File: src/rtl/const_ext_pkg.sv
// const_ext_pkg
// Shared definitions for the constant-extension unit: the request mode
// encodings and the prefix state machine encoding.
package const_ext_pkg;

    // Request modes carried on the 2-bit mode input
    localparam logic [1:0] MODE_ZERO   = 2'd0;
    localparam logic [1:0] MODE_SIGN   = 2'd1;
    localparam logic [1:0] MODE_UPPER  = 2'd2;
    localparam logic [1:0] MODE_PREFIX = 2'd3;

    // Prefix state machine: PFX means a prefix is captured and unused
    typedef enum logic {
        ST_IDLE = 1'b0,
        ST_PFX  = 1'b1
    } pfx_state_e;

endpackage : const_ext_pkg

File: src/rtl/const_ext_core.sv
// const_ext_core
// Purely combinational extension datapath.
//   mode_i     : request mode (ZERO / SIGN / UPPER / PREFIX)
//   im_i       : immediate field
//   prefix_i   : currently stored prefix
//   pending_i  : a stored prefix is waiting to be merged
//   value_o    : extended constant for ZERO / SIGN / UPPER
//   pfx_sx_o   : im_i sign-extended (or truncated) to the prefix width,
//                the value a PREFIX request loads into the prefix register
module const_ext_core
    import const_ext_pkg::*;
#(
    parameter int DATA_W = 32,
    parameter int IMM_W  = 15
) (
    input  logic [1:0]              mode_i,
    input  logic [IMM_W-1:0]        im_i,
    input  logic [DATA_W-IMM_W-1:0] prefix_i,
    input  logic                    pending_i,
    output logic [DATA_W-1:0]       value_o,
    output logic [DATA_W-IMM_W-1:0] pfx_sx_o
);

    localparam int PFX_W = DATA_W - IMM_W;

    // Prefix load value: widen with the sign bit, or keep the low bits when
    // the prefix field is no wider than the immediate.
    generate
        if (PFX_W > IMM_W) begin : g_pfx_widen
            assign pfx_sx_o = {{(PFX_W - IMM_W){im_i[IMM_W-1]}}, im_i};
        end else begin : g_pfx_trunc
            assign pfx_sx_o = im_i[PFX_W-1:0];
        end
    endgenerate

    // Extension mux; a pending prefix replaces the fill bits of ZERO/SIGN
    always_comb begin
        value_o = '0;
        case (mode_i)
            MODE_ZERO: begin
                if (pending_i) begin
                    value_o = {prefix_i, im_i};
                end else begin
                    value_o = {{PFX_W{1'b0}}, im_i};
                end
            end
            MODE_SIGN: begin
                if (pending_i) begin
                    value_o = {prefix_i, im_i};
                end else begin
                    value_o = {{PFX_W{im_i[IMM_W-1]}}, im_i};
                end
            end
            MODE_UPPER: begin
                // IMM_W + PFX_W == DATA_W, so this is exactly im << PFX_W
                value_o = {im_i, {PFX_W{1'b0}}};
            end
            MODE_PREFIX: begin
                // PREFIX never produces an output word
                value_o = '0;
            end
            default: begin
                value_o = '0;
            end
        endcase
    end

endmodule : const_ext_core

File: src/rtl/const_ext_unit.sv
// const_ext_unit
// One-deep registered constant-extension stage with a prefix register.
//   clk, rst_n  : clock, asynchronous active-low reset
//   in_valid/in_ready, im, mode : request handshake and payload
//   flush       : synchronous discard of pending prefix, output and error
//   out_valid/out_ready, cuo    : result handshake and extended constant
//   pfx_pending : prefix captured and not yet consumed
//   pfx_err     : sticky, an UPPER request dropped a pending prefix
module const_ext_unit
    import const_ext_pkg::*;
#(
    parameter int DATA_W = 32,
    parameter int IMM_W  = 15
) (
    input  logic              clk,
    input  logic              rst_n,
    input  logic              in_valid,
    output logic              in_ready,
    input  logic [IMM_W-1:0]  im,
    input  logic [1:0]        mode,
    input  logic              flush,
    output logic              out_valid,
    input  logic              out_ready,
    output logic [DATA_W-1:0] cuo,
    output logic              pfx_pending,
    output logic              pfx_err
);

    localparam int PFX_W = DATA_W - IMM_W;

    pfx_state_e        state_q,     state_d;
    logic [PFX_W-1:0]  prefix_q,    prefix_d;
    logic              out_valid_q, out_valid_d;
    logic [DATA_W-1:0] cuo_q,       cuo_d;
    logic              pfx_err_q,   pfx_err_d;

    logic              accept_s;
    logic              consume_s;
    logic              pending_s;
    logic [DATA_W-1:0] value_s;
    logic [PFX_W-1:0]  pfx_sx_s;

    assign pending_s = (state_q == ST_PFX);

    // flush forces in_ready high so the producer never stalls on a flush
    assign in_ready  = flush | ~out_valid_q | out_ready;
    assign accept_s  = in_valid & in_ready & ~flush;
    assign consume_s = out_valid_q & out_ready;

    const_ext_core #(
        .DATA_W (DATA_W),
        .IMM_W  (IMM_W)
    ) u_core (
        .mode_i    (mode),
        .im_i      (im),
        .prefix_i  (prefix_q),
        .pending_i (pending_s),
        .value_o   (value_s),
        .pfx_sx_o  (pfx_sx_s)
    );

    // Next-state: flush wins, then an accepted request, else drain on consume
    always_comb begin
        state_d     = state_q;
        prefix_d    = prefix_q;
        out_valid_d = out_valid_q;
        cuo_d       = cuo_q;
        pfx_err_d   = pfx_err_q;
        if (flush) begin
            state_d     = ST_IDLE;
            out_valid_d = 1'b0;
            pfx_err_d   = 1'b0;
        end else if (accept_s) begin
            if (mode == MODE_PREFIX) begin
                prefix_d    = pfx_sx_s;
                state_d     = ST_PFX;
                // no new word: the output only drains if taken this cycle
                out_valid_d = out_valid_q & ~consume_s;
            end else begin
                cuo_d       = value_s;
                out_valid_d = 1'b1;
                state_d     = ST_IDLE;
                if ((mode == MODE_UPPER) && pending_s) begin
                    pfx_err_d = 1'b1;
                end else begin
                    pfx_err_d = pfx_err_q;
                end
            end
        end else begin
            out_valid_d = out_valid_q & ~consume_s;
        end
    end

    // State and output registers
    always_ff @(posedge clk or negedge rst_n) begin
        if (!rst_n) begin
            state_q     <= ST_IDLE;
            prefix_q    <= '0;
            out_valid_q <= 1'b0;
            cuo_q       <= '0;
            pfx_err_q   <= 1'b0;
        end else begin
            state_q     <= state_d;
            prefix_q    <= prefix_d;
            out_valid_q <= out_valid_d;
            cuo_q       <= cuo_d;
            pfx_err_q   <= pfx_err_d;
        end
    end

    assign out_valid   = out_valid_q;
    assign cuo         = cuo_q;
    assign pfx_pending = pending_s;
    assign pfx_err     = pfx_err_q;

endmodule : const_ext_unit

File: config.mk
export PLATFORM = sky130hd
export DESIGN_NAME = const_ext_unit
export DESIGN_NICKNAME = d
export VERILOG_FILES = /design/src/rtl/const_ext_pkg.sv /design/src/rtl/const_ext_core.sv /design/src/rtl/const_ext_unit.sv
export SDC_FILE = /design/constraint.sdc
export NUM_CORES = 1
export LEC_CHECK = 0
export BUFFER_PORTS_ARGS = -buffer_cell sky130_fd_sc_hd__buf_4
export CAP_MARGIN = 0
export CORE_ASPECT_RATIO = 1.25
export CORE_UTILIZATION = 31
export DETAILED_ROUTE_END_ITERATION = 16
export PLACE_DENSITY = 0.5
export REMOVE_ABC_BUFFERS = 1
export SYNTH_ARGS = -nofsm -noshare
export SYNTH_HDL_FRONTEND = slang
export SYNTH_SLANG_ARGS = --single-unit
File: constraint.sdc
create_clock -name clk -period 1.7 [get_ports clk]
set_clock_uncertainty 0.05 [all_clocks]
set_input_delay 0 -clock clk [delete_from_list [all_inputs] [get_ports clk]]
set_output_delay 0 -clock clk [all_outputs]
set_load 0.005 [all_outputs]
==> flow_summary.rst <==
.. list-table::
   :header-rows: 1

   * - Metric
     - Value
   * - Placeable Area
     - roughly 7500 µm²
   * - Number of flops mapped to enable cells by yosys
     - 0
   * - Count of TritonRoute iterations in the first routing pass
     - 4
   * - Number of buffers added by the clock tree synthesis step
     - 5
   * - Worst slack at placement
     - a little over 6 ps
   * - Number of synthesized register bits
     - 50
   * - Bufs on Longest Clock Path
     - 2
   * - Wire per inst
     - roughly 17 µm
   * - Total gr overflow
     - 0
   * - Count of cells resized by post-cts repair
     - 0
   * - Fraction of final layout cells with drive strength greater than 1
     - 0.3492
   * - Number of global-route vias before repair
     - 2078
   * - Max-capacitance violation count
     - 0
   * - Total number of H-tree levels
     - 2
   * - Register-to-register setup slack
     - 90 ps
   * - Clock sink count
     - 50
   * - Data arrival, critical path
     - 1750 ps
   * - Initial antenna violation count
     - 0
   * - Area Overhead vs Synth
     - 36.19%
   * - DP Area
     - roughly 3000 µm²
   * - Final hold vios
     - 0
   * - Clk root buf
     - sky130_fd_sc_hd__clkbuf_8
   * - Power Dens Cells
     - about 1000 nW/µm²
   * - Final antenna diode count
     - 0
   * - Compound-gate portion of the synthesized area
     - 0.2454
   * - Standard cell with the maximum stage delay on the critical path
     - sky130_fd_sc_hd__dfrtp_1
   * - Post-synthesis simple-gate area fraction
     - 0.07444
   * - Slew Viols, Final
     - 0
   * - Count of final setup violators
     - 0
   * - Drc violations
     - 0
   * - Post-route cell area
     - around 3300 µm²
   * - Internal power consumption
     - around 2.5 mW
   * - Unrepaired setup endpoints after global routing
     - false
   * - Setup crit end
     - prefix_q[7]$_DFFE_PN0P_
   * - Critical path fanouts, max
     - 10
   * - Pin count of the biggest net entering global routing
     - 51
   * - Predominant post-synthesis flop cell
     - sky130_fd_sc_hd__dfrtp_1
   * - Buffers & Inverters on Critical Path
     - 1
   * - Die area
     - between 8000 and 9000 µm²
   * - Max-slew headroom
     - 0.5645
   * - TritonCTS clock tree
     - yes
   * - Hold Path Class
     - in2reg
   * - Detailed-route vias per instance
     - 5.160
   * - Proportion of power drawn by the clock network
     - 0.311
   * - Crit start category
     - register
   * - Combinational group share of total power
     - 0.232
   * - Ys async rst share
     - 1.000
   * - Dpl hpwl
     - about 4300 µm
   * - Horiz. Die Dim
     - around 81 µm
   * - Share of the core filled with cells in the final layout
     - 0.4433
   * - Required time of the worst setup path
     - between 1500 and 2000 ps
   * - RR Startpoint
     - out_valid$_DFF_PN0_
   * - Effective utilization at floorplan
     - 0.3255
   * - Average cell area after synthesis
     - around 11 µm²
   * - Synth Cell Area
     - about 2400 µm²
   * - Largest family of logic cells by synthesized area
     - compound AO/OA/AOI/OAI gates
   * - Global placer's final weighted congestion
     - just over 0.7
   * - DRT antenna net count
     - 0
   * - GRT Total Usage
     - 0.1755
   * - Total via count in the routed design
     - about 2000
   * - Mux share of post-synthesis cell area
     - 0.09651
   * - Vert. Die Dim
     - 101.1 µm
   * - CP startpoint
     - out_valid$_DFF_PN0_
   * - Count of input and output buffers
     - between 50 and 60
   * - FF-to-FF End
     - prefix_q[7]$_DFFE_PN0P_
   * - Number of standard cells after synthesis
     - roughly 220
   * - CTS clock-pin slew for the worst setup and hold paths
     - 90 ps
   * - Switching component of the power
     - 851.9 µW
   * - Largest voltage drop on the vdd net
     - approximately 0.36 mV
   * - Number of filler cells placed in the layout
     - ~720
   * - Highest cell delay on the worst timing path
     - 390 ps
   * - Standby leakage power
     - 1.551 nW
   * - Worst path top cell family by delay
     - simple AND/OR/NAND/NOR gates
   * - IO Count
     - 58
   * - Outcome
     - complete, no violations
   * - Synth warnings
     - 0
   * - DR iter-0 viols
     - 95
   * - Post-CTS Setup Inserts
     - 0
   * - Detailed Route WL
     - about 6700 µm
   * - Number of cells traversed by the worst register-to-register path
     - 4
   * - Switching share of power
     - 0.2549
   * - Crit path time final
     - between 1500 and 2000 ps
   * - Count of unique library cells instantiated by Yosys
     - 30
   * - Slew @ Worst Pin
     - ~650 ps
   * - Number of standard-cell rows in the floorplan
     - 35
   * - Portion of total power attributed to sequential cells
     - 0.457
   * - # nets final
     - about 320
   * - Final clock period utilization by the worst path
     - 0.9478
   * - Proportion of synthesized chip area in sequential cells
     - 0.5133
   * - Crit path kind
     - reg2reg
   * - Area share of fa/ha/maj cells after synthesis
     - 0.01540
   * - Critical Path, Cell by Cell
     - nor2b_4 -> or3b_1 -> buf_4 -> mux2_4
   * - Xor/xnor cell area share of the yosys netlist
     - 0
   * - Instance count on the critical path
     - 4
   * - F_max
     - just over 600 MHz
   * - Clock insertion delay at the later pin of the skew report
     - roughly 300 ps
   * - Critical Path Sink Type
     - register
   * - Wire length of the first global-routing pass
     - 10940 µm
   * - Final WS setup
     - slightly below 90 ps
layout by cell type, fill, tap and decap left out, drive strengths merged, types with 3 or more instances in the layout:
master and n:
a2111oi 13, a21o 12, a21oi 3, a22o 3, a2bb2oi 12, buf 73
clkbuf 6, dfrtp 50, dlygate4sd3 17, ha 3, inv 6, mux2 17
nand2 32, o21ai 18, o31ai 15
metal layers:
| layer | vias to the layer above | global-route usage | wire (µm) |
|---|---|---|---|
| met2 | 53 | 0.2872 | 3249 |
| met3 | 6 | 0.02883 | 228 |
| met4 | 0 | 0.05357 | 78 |
| met1 | 988 | 0.2354 | 3128 |
| li1 | 950 | - | - |
| met5 | - | 0 | 0 |
power groups by stage:
| stage | sequential [mW] | clock (mW) | combinational, mW |
|---|---|---|---|
| 4_1_cts | 1.53 | 1.07 | 0.785 |
| 2_1_floorplan | 1.54 | 0 | 0.348 |
| 6_report | 1.53 | 1.04 | 0.775 |
| 5_1_grt | 1.56 | 1.12 | 0.858 |
| 3_5_place_dp | 1.55 | 0 | 0.753 |
| 3_3_place_gp | 1.56 | 0 | 0.744 |
area by class of cell:
class                      instances  area [µm²]  share of cell area
tap                               92       115.1             0.03468
sequential                        50        1251              0.3769
clock buffer                       6       82.58             0.02488
multi-input combinational        141        1057              0.3185
timing repair buffer              90       730.7              0.2201
clock inverter                     2       60.06             0.01809
inverter                           6       22.52            0.006785
sequential cells by signal, indices dropped and copies added (netlist names):
register,count
prefix_q,15
cuo,32
pfx_pending,1
out_valid,1
pfx_err,1
Yosys cell counts (4+ instances only):
cell | count | area share
sky130_fd_sc_hd__a2111oi_0 | 12 | 0.043
sky130_fd_sc_hd__a21o_1 | 12 | 0.037
sky130_fd_sc_hd__a2bb2oi_1 | 12 | 0.043
sky130_fd_sc_hd__buf_2 | 4 | 0.0082
sky130_fd_sc_hd__clkbuf_1 | 16 | 0.025
sky130_fd_sc_hd__dfrtp_1 | 50 | 0.51
sky130_fd_sc_hd__inv_1 | 6 | 0.0092
sky130_fd_sc_hd__mux2_2 | 8 | 0.037
sky130_fd_sc_hd__mux2_4 | 9 | 0.055
sky130_fd_sc_hd__nand2_1 | 32 | 0.049
sky130_fd_sc_hd__o21ai_0 | 18 | 0.037
sky130_fd_sc_hd__o31ai_1 | 15 | 0.046
worst min-delay path, stage by stage:
cell and delay (ps):
sky130_fd_sc_hd__buf_4 120, sky130_fd_sc_hd__inv_1 50, sky130_fd_sc_hd__o211ai_1 110, sky130_fd_sc_hd__nand2_1 80
per-stage QoR:
step | hold WS, ps | instances | setup TNS [ps] | power (mW)
after floorplan | -345.6 | 197 | -5151 | 1.891
after global placement | 34.85 | 362 | -32.06 | 2.300
after detailed placement | 30.39 | 362 | 0 | 2.306
after CTS | 29.32 | 387 | 0 | 3.392
after global routing | 42.44 | 387 | 0 | 3.541
final | 42.73 | 387 | 0 | 3.343
what timing repair did:
action,4_1_cts,5_1_grt
endpoints found under the hold margin,85,0
setup endpoints to repair,0,0
hold buffers,17,0
how the worst min path moves through the flow:
stage / start / to / cells after the start
2_1_floorplan: rst_n / cuo[0]$_DFFE_PN0P_ / 0
3_3_place_gp: rst_n / cuo[10]$_DFFE_PN0P_ / 1
3_5_place_dp: rst_n / cuo[10]$_DFFE_PN0P_ / 1
4_1_cts: in_valid / pfx_pending$_DFFE_PN0P_ / 4
5_1_grt: in_valid / pfx_pending$_DFFE_PN0P_ / 4
6_report: in_valid / pfx_pending$_DFFE_PN0P_ / 4
logic make-up after synthesis:
group	count (synthesis)
flops	50
mux	18
buf+inv	28
fa+ha+maj	3
simple gates	39
compound gates	81
No activity file was read; power rests on OpenSTA's default activity.
